[src/rtl/alu_sequencer_if.sv]
// Request, bus-arbitration and ALU-drive signals of the ALU output sequencer.
// Request handshake: a request transfers on the rising edge where ReqValid and ReqReady are both 1; ReqOp/ReqWide/ReqCarry/ReqKeepFlags must be stable while ReqValid is 1.
interface alu_sequencer_if #(
    parameter int OP_WIDTH = 4
);
    logic                ReqValid;
    logic                ReqReady;
    logic [OP_WIDTH-1:0] ReqOp;
    logic                ReqWide;
    logic [1:0]          ReqCarry;
    logic                ReqKeepFlags;
    logic                BusGrant;
    logic                BusRequest;
    logic [OP_WIDTH-1:0] AluOp;
    logic                AC6_CS0;
    logic                AC7_CS1;
    logic                ByteSel;
    logic                Alu_Assert;
    logic                FlagsLoad;
    logic                Done;
    logic                ErrTimeout;

    modport master (
        input  ReqValid, ReqOp, ReqWide, ReqCarry, ReqKeepFlags, BusGrant,
        output ReqReady, BusRequest, AluOp, AC6_CS0, AC7_CS1, ByteSel,
               Alu_Assert, FlagsLoad, Done, ErrTimeout
    );

    modport slave (
        output ReqValid, ReqOp, ReqWide, ReqCarry, ReqKeepFlags, BusGrant,
        input  ReqReady, BusRequest, AluOp, AC6_CS0, AC7_CS1, ByteSel,
               Alu_Assert, FlagsLoad, Done, ErrTimeout
    );
endinterface

[src/rtl/alu_sequencer.sv]
// ALU output-stage sequencer: wins the main bus, settles op/carry select, then
// pulses Alu_Assert/FlagsLoad once per byte pass (two passes for 16-bit ops).
module alu_sequencer #(
    parameter int SETTLE_CYCLES  = 1,
    parameter int TIMEOUT_CYCLES = 255,
    parameter int OP_WIDTH       = 4
) (
    input  logic                   AluClock,
    input  logic                   Reset,
    alu_sequencer_if.master        bus,
    output logic [2:0]             dbg_state
);

    typedef enum logic [2:0] {
        S_IDLE   = 3'd0,
        S_REQ    = 3'd1,
        S_SETUP  = 3'd2,
        S_ASSERT = 3'd3,
        S_DONE   = 3'd4
    } state_t;

    localparam logic [2:0] SETTLE_INIT = 3'(SETTLE_CYCLES);
    localparam logic [7:0] TOUT_LAST   = 8'(TIMEOUT_CYCLES - 1);

    state_t                state_q, state_d;
    logic [OP_WIDTH-1:0]   op_q;
    logic                  wide_q;
    logic [1:0]            cs_q;
    logic                  keep_q;
    logic                  bytesel_q;
    logic                  err_q;
    logic [2:0]            settle_q;
    logic [7:0]            tout_q;

    logic accept;
    logic settle_load;
    logic settle_dec;
    logic tout_clr;
    logic tout_inc;
    logic high_pass;
    logic timeout_hit;

    always_comb begin
        state_d     = state_q;
        accept      = 1'b0;
        settle_load = 1'b0;
        settle_dec  = 1'b0;
        tout_clr    = 1'b0;
        tout_inc    = 1'b0;
        high_pass   = 1'b0;
        timeout_hit = 1'b0;
        case (state_q)
            S_IDLE: begin
                if (bus.ReqValid) begin
                    accept  = 1'b1;
                    state_d = S_REQ;
                end
            end
            S_REQ: begin
                if (bus.BusGrant) begin
                    if (SETTLE_CYCLES == 0) begin
                        state_d = S_ASSERT;
                    end else begin
                        state_d     = S_SETUP;
                        settle_load = 1'b1;
                    end
                end else if (tout_q == TOUT_LAST) begin
                    state_d     = S_DONE;
                    timeout_hit = 1'b1;
                end else begin
                    tout_inc = 1'b1;
                end
            end
            S_SETUP: begin
                // settle_q counts remaining SETUP cycles including this one
                if (settle_q <= 3'd1) begin
                    if (bus.BusGrant) begin
                        state_d = S_ASSERT;
                    end else begin
                        state_d  = S_REQ;
                        tout_clr = 1'b1;
                    end
                end else begin
                    settle_dec = 1'b1;
                end
            end
            S_ASSERT: begin
                if (wide_q && !bytesel_q) begin
                    high_pass   = 1'b1;
                    settle_load = 1'b1;
                    state_d     = S_SETUP;
                end else begin
                    state_d = S_DONE;
                end
            end
            S_DONE: begin
                state_d = S_IDLE;
            end
            default: begin
                state_d = S_IDLE;
            end
        endcase
    end

    always_ff @(posedge AluClock) begin
        if (Reset) begin
            state_q   <= S_IDLE;
            op_q      <= '0;
            wide_q    <= 1'b0;
            cs_q      <= 2'b00;
            keep_q    <= 1'b0;
            bytesel_q <= 1'b0;
            err_q     <= 1'b0;
            settle_q  <= 3'd0;
            tout_q    <= 8'd0;
        end else begin
            state_q <= state_d;
            if (accept) begin
                op_q      <= bus.ReqOp;
                wide_q    <= bus.ReqWide;
                cs_q      <= bus.ReqCarry;
                keep_q    <= bus.ReqKeepFlags;
                bytesel_q <= 1'b0;
                err_q     <= 1'b0;
                tout_q    <= 8'd0;
            end
            if (settle_load) begin
                settle_q <= SETTLE_INIT;
            end else if (settle_dec) begin
                settle_q <= settle_q - 3'd1;
            end
            if (tout_clr) begin
                tout_q <= 8'd0;
            end else if (tout_inc) begin
                tout_q <= tout_q + 8'd1;
            end
            // high pass chains the low-pass ALU carry (ACarryPrev)
            if (high_pass) begin
                bytesel_q <= 1'b1;
                cs_q      <= 2'b01;
            end
            if (timeout_hit) begin
                err_q <= 1'b1;
            end
        end
    end

    assign bus.ReqReady   = (state_q == S_IDLE);
    assign bus.BusRequest = (state_q == S_REQ) || (state_q == S_SETUP) || (state_q == S_ASSERT);
    assign bus.AluOp      = op_q;
    assign bus.AC6_CS0    = cs_q[0];
    assign bus.AC7_CS1    = cs_q[1];
    assign bus.ByteSel    = bytesel_q;
    assign bus.Alu_Assert = ~(state_q == S_ASSERT);
    assign bus.FlagsLoad  = (state_q == S_ASSERT) && !keep_q;
    assign bus.Done       = (state_q == S_DONE);
    assign bus.ErrTimeout = (state_q == S_DONE) && err_q;
    assign dbg_state      = state_q;

endmodule

[src/flat_wrapper.sv]
// flat-port wrapper written by rule: the top's interface ports become plain ports
module alu_sequencer_flat 
#(
    parameter int SETTLE_CYCLES  = 1,
    parameter int TIMEOUT_CYCLES = 255,
    parameter int OP_WIDTH       = 4
)
  (AluClock, Reset, dbg_state, bus_ReqValid, bus_ReqOp, bus_ReqWide, bus_ReqCarry, bus_ReqKeepFlags, bus_BusGrant, bus_ReqReady, bus_BusRequest, bus_AluOp, bus_AC6_CS0, bus_AC7_CS1, bus_ByteSel, bus_Alu_Assert, bus_FlagsLoad, bus_Done, bus_ErrTimeout);
  alu_sequencer_if #(.OP_WIDTH(OP_WIDTH)) bus_i ();
  input  logic AluClock;
  input  logic Reset;
  output logic [2:0] dbg_state;
  input wire logic [$bits(bus_i.ReqValid)-1:0] bus_ReqValid;
  input wire logic [$bits(bus_i.ReqOp)-1:0] bus_ReqOp;
  input wire logic [$bits(bus_i.ReqWide)-1:0] bus_ReqWide;
  input wire logic [$bits(bus_i.ReqCarry)-1:0] bus_ReqCarry;
  input wire logic [$bits(bus_i.ReqKeepFlags)-1:0] bus_ReqKeepFlags;
  input wire logic [$bits(bus_i.BusGrant)-1:0] bus_BusGrant;
  output wire logic [$bits(bus_i.ReqReady)-1:0] bus_ReqReady;
  output wire logic [$bits(bus_i.BusRequest)-1:0] bus_BusRequest;
  output wire logic [$bits(bus_i.AluOp)-1:0] bus_AluOp;
  output wire logic [$bits(bus_i.AC6_CS0)-1:0] bus_AC6_CS0;
  output wire logic [$bits(bus_i.AC7_CS1)-1:0] bus_AC7_CS1;
  output wire logic [$bits(bus_i.ByteSel)-1:0] bus_ByteSel;
  output wire logic [$bits(bus_i.Alu_Assert)-1:0] bus_Alu_Assert;
  output wire logic [$bits(bus_i.FlagsLoad)-1:0] bus_FlagsLoad;
  output wire logic [$bits(bus_i.Done)-1:0] bus_Done;
  output wire logic [$bits(bus_i.ErrTimeout)-1:0] bus_ErrTimeout;
  assign bus_i.ReqValid = bus_ReqValid;
  assign bus_i.ReqOp = bus_ReqOp;
  assign bus_i.ReqWide = bus_ReqWide;
  assign bus_i.ReqCarry = bus_ReqCarry;
  assign bus_i.ReqKeepFlags = bus_ReqKeepFlags;
  assign bus_i.BusGrant = bus_BusGrant;
  assign bus_ReqReady = bus_i.ReqReady;
  assign bus_BusRequest = bus_i.BusRequest;
  assign bus_AluOp = bus_i.AluOp;
  assign bus_AC6_CS0 = bus_i.AC6_CS0;
  assign bus_AC7_CS1 = bus_i.AC7_CS1;
  assign bus_ByteSel = bus_i.ByteSel;
  assign bus_Alu_Assert = bus_i.Alu_Assert;
  assign bus_FlagsLoad = bus_i.FlagsLoad;
  assign bus_Done = bus_i.Done;
  assign bus_ErrTimeout = bus_i.ErrTimeout;
  alu_sequencer #(.SETTLE_CYCLES(SETTLE_CYCLES), .TIMEOUT_CYCLES(TIMEOUT_CYCLES), .OP_WIDTH(OP_WIDTH)) u_core (.AluClock(AluClock), .Reset(Reset), .bus(bus_i), .dbg_state(dbg_state));
endmodule
[config.mk]
export PLATFORM = sky130hd
export DESIGN_NAME = alu_sequencer_flat
export DESIGN_NICKNAME = d
export VERILOG_FILES = /design/src/rtl/alu_sequencer_if.sv /design/src/rtl/alu_sequencer.sv /design/src/flat_wrapper.sv
export SDC_FILE = /design/constraint.sdc
export NUM_CORES = 1
export LEC_CHECK = 0
export ABC_AREA = 1
export CORE_MARGIN = 1.5
export CORE_UTILIZATION = 30
export DETAILED_ROUTE_END_ITERATION = 7
export GPL_TIMING_DRIVEN = 0
export PLACE_DENSITY = 0.58
export SYNTH_ARGS = -nofsm -noshare
export SYNTH_HDL_FRONTEND = slang
export SYNTH_SLANG_ARGS = --single-unit
[constraint.sdc]
create_clock -name AluClock -period 1.5 [get_ports AluClock]
set_input_delay 0.15 -clock AluClock [delete_from_list [all_inputs] [get_ports AluClock]]
set_output_delay 0.15 -clock AluClock [all_outputs]
set_load 0.03 [all_outputs]
==> results_dict.tcl <==
set metrics [dict create \
    yosysSeqAreaShare 0.3739 \
    leakagePower_nw 0.7716 \
    boundaryPins 28 \
    routed_wl_um 2996 \
    drive_gt1_frac 0.1563 \
    path_buf_inv 1 \
    ys_ff_latch 24 \
    area_growth_pct 33.11 \
    antenna_found_initial 0 \
    postSynth.asyncResetShare 0 \
    crit_required_ns 1.35 \
    fin_worst_skew_ns 0.005216 \
    cp_slowest_cell "clkdlybuf4s50_1" \
    vias_per_cell 4.529 \
    gr-total-overflow 0 \
    syn_nets 208 \
    grt_max_degree 14 \
    total_power_mw 1.873 \
    regArea_um2 486.7 \
    status "finished clean" \
    grt_use_total 0.1406 \
    yosysUniqueCellTypes 26 \
    gp_congestion 0.7589 \
    synth_edf_count 0 \
    firstDrtPassIters 4 \
    grt_use_met1 0.1685 \
    tightest_slew_ns 0.5359 \
    setup_violations 0 \
    antenna_cells 0 \
    die_area_mm2 0.004685 \
    grt_pass1_vias 1189 \
    nFillCells 441 \
    fmax_mhz 696.7 \
    routedWlPerCell_um 10.93 \
    dpl_worst_slack_ns -0.1122 \
    synthTopCellsByCount "55 x nand2_1, 25 x inv_1, 24 x dfxtp_1, 20 x nor2_1, 19 x nand3_1" \
    ys.flop_type "dfxtp_1" \
    syn-cell-area_mm2 0.001285 \
    cts_buffer_depth 2 \
    max_stage_delay_ns 0.68 \
    power_density_mw_per_mm2 1095 \
    syn_area_per_cell_um2 6.693 \
    worstSetupPathType "reg2out" \
    start_util 0.3167 \
    port_buffers 27 \
    die_h_um 68.45 \
    dp_hpwl_um 2193 \
    crit_fanout 2 \
    whs_ns 0.4233 \
    hold_path_class "in2reg" \
    remaining_drc_errors 0 \
    busiest_layer "met2" \
    relSlewSlack 0.6428 \
    setup.worst_path.start_class "flop" \
    path_cells "clkdlybuf4s50_1" \
    period_needed_ns 1.435 \
    cts_made_buffers 3 \
    fp-row-count 23 \
    fin_crit_sh 0.9569 \
    met3_usage 0.04276 \
    worstSetupStartpoint "u_core.bus.AluOp[1]" \
    clockRootBuffer "clkbuf_8" \
    core_area_mm2 0.004058 \
    layout_setup_ws_ns 0.06471 \
    clock-sinks 24 \
    timing.rr.start "u_core.tout_q[1]" \
    fin_tns_setup_ns 0 \
    clk_latency_ns 0.27 \
    irDropWorstVdd_mv 0.5081 \
    cts_tree "done" \
    vias 1241 \
    endpoint_kind "primary output" \
    multi_input_area_um2 729.5 \
    htree_num_levels 1 \
    drtIter0Drc 51 \
    rsz0062_at_grt "no" \
    maxSlewViolCount 0 \
    cp_top_family "buffers and inverters" \
    ant_nets 0 \
    num-nets-final 241 \
    synthCells 192 \
    fin_util 0.4215 \
    grt_pass1_wl_um 4961 \
    synth_most_common_cell "nand2_1" \
    synthTopCellsByArea "dfxtp_1 37%, nand2_1 16%, nand3_1 7.4%, inv_1 7.3%, a21oi_1 7.0%" \
    drv_cap 0 \
    clk_pin_slew_ns 0.08 \
    hold_viol_final 0 \
    die-width_um 68.45 \
    arrival_ns 1.29 \
    synth_top_area_frac 0.3739 \
    ys_warn_count 0 \
    yosysTopAreaCell "dfxtp_1" \
    met2_usage 0.2380 \
    hold_start "bus_ReqOp[1]" \
]
worst paths after layout:
path / end / slack [ns] / depth (start not counted)
worst max-delay path: bus_AluOp[1] / 0.06 / 1
worst min-delay path: u_core.bus.AluOp[1] / 0.42 / 3
worst max register to register: u_core.dbg_state[0] / 0.15 / 8
worst min register to register: u_core.bus.AluOp[3] / 0.47 / 2
routing by layer:
layer	share of wire	wire (um)	vias to the layer above
li1	-	-	666
met1	0.47	1423	549
met2	0.46	1391	22
met3	0.047	140	4
met4	0.013	40	0
met5	0	0	-
sequential cells by signal, indices dropped and copies added, names as in the netlist:
signal and count:
u_core.wide_q 1, u_core.cs_q 2, u_core.err_q 1, u_core.settle_q 3
u_core.dbg_state 3, u_core.keep_q 1, u_core.bus.AluOp 4, u_core.tout_q 8
u_core.bus.ByteSel 1
through the flow:
stage / cell area (um2) / instances
after floorplan: 1308 / 192
after global placement: 1640 / 269
after detailed placement: 1640 / 269
after CTS: 1697 / 273
after global routing: 1710 / 274
final: 1710 / 274
cells by family after synthesis:
| family | share of synthesized area |
|---|---|
| XOR/XNOR | 0.01363 |
| AND/OR/NAND/NOR | 0.3885 |
| flip-flops | 0.3739 |
| AO/OA/AOI/OAI | 0.09348 |
| adder cells (fa/ha/maj) | 0.03895 |
| buffers and inverters | 0.09152 |
power by group:
part | total [mW] | internal [mW] | switching [mW]
Combinational | 0.661 | 0.226 | 0.435
Sequential | 0.759 | 0.697 | 0.0620
Clock | 0.452 | 0.235 | 0.217
final cells by class:
type,instances,area share
flip-flops and latches,24,0.2846
inverters,28,0.06218
multi-input cells,139,0.4265
plain buffers,2,0.006584
clock buffers,4,0.03219
well taps,50,0.03658
repair buffers,27,0.1514
timing repair:
item | CTS | global route
setup buffers | 0 | 0
cloned | 0 | 1
hold buffers | 0 | 0
pin swaps | 0 | 1
resized for setup | 18 | 14
endpoints found under the setup margin | 8 | 17
hold endpoints to repair | 0 | 0
placed cells by master, fill, tap and decap left out, drive strengths merged:
master | netlist | layout
nand3 | 22 | 22
dlygate4sd2 | 0 | 4
ha | 4 | 4
o211ai | 1 | 1
a21oi | 18 | 18
nor2 | 24 | 25
a31o | 1 | 1
clkdlybuf4s50 | 0 | 16
nand4 | 1 | 1
clkbuf | 1 | 5
nand2 | 58 | 58
dlymetal6s2s | 0 | 3
o21ai | 2 | 2
or2 | 1 | 1
inv | 26 | 26
nor3 | 3 | 3
clkdlybuf4s15 | 0 | 1
buf | 1 | 4
clkinv | 2 | 2
dfxtp | 24 | 24
and2 | 1 | 1
xor2 | 2 | 2
Note: power is estimated with default switching activity, not from simulation.
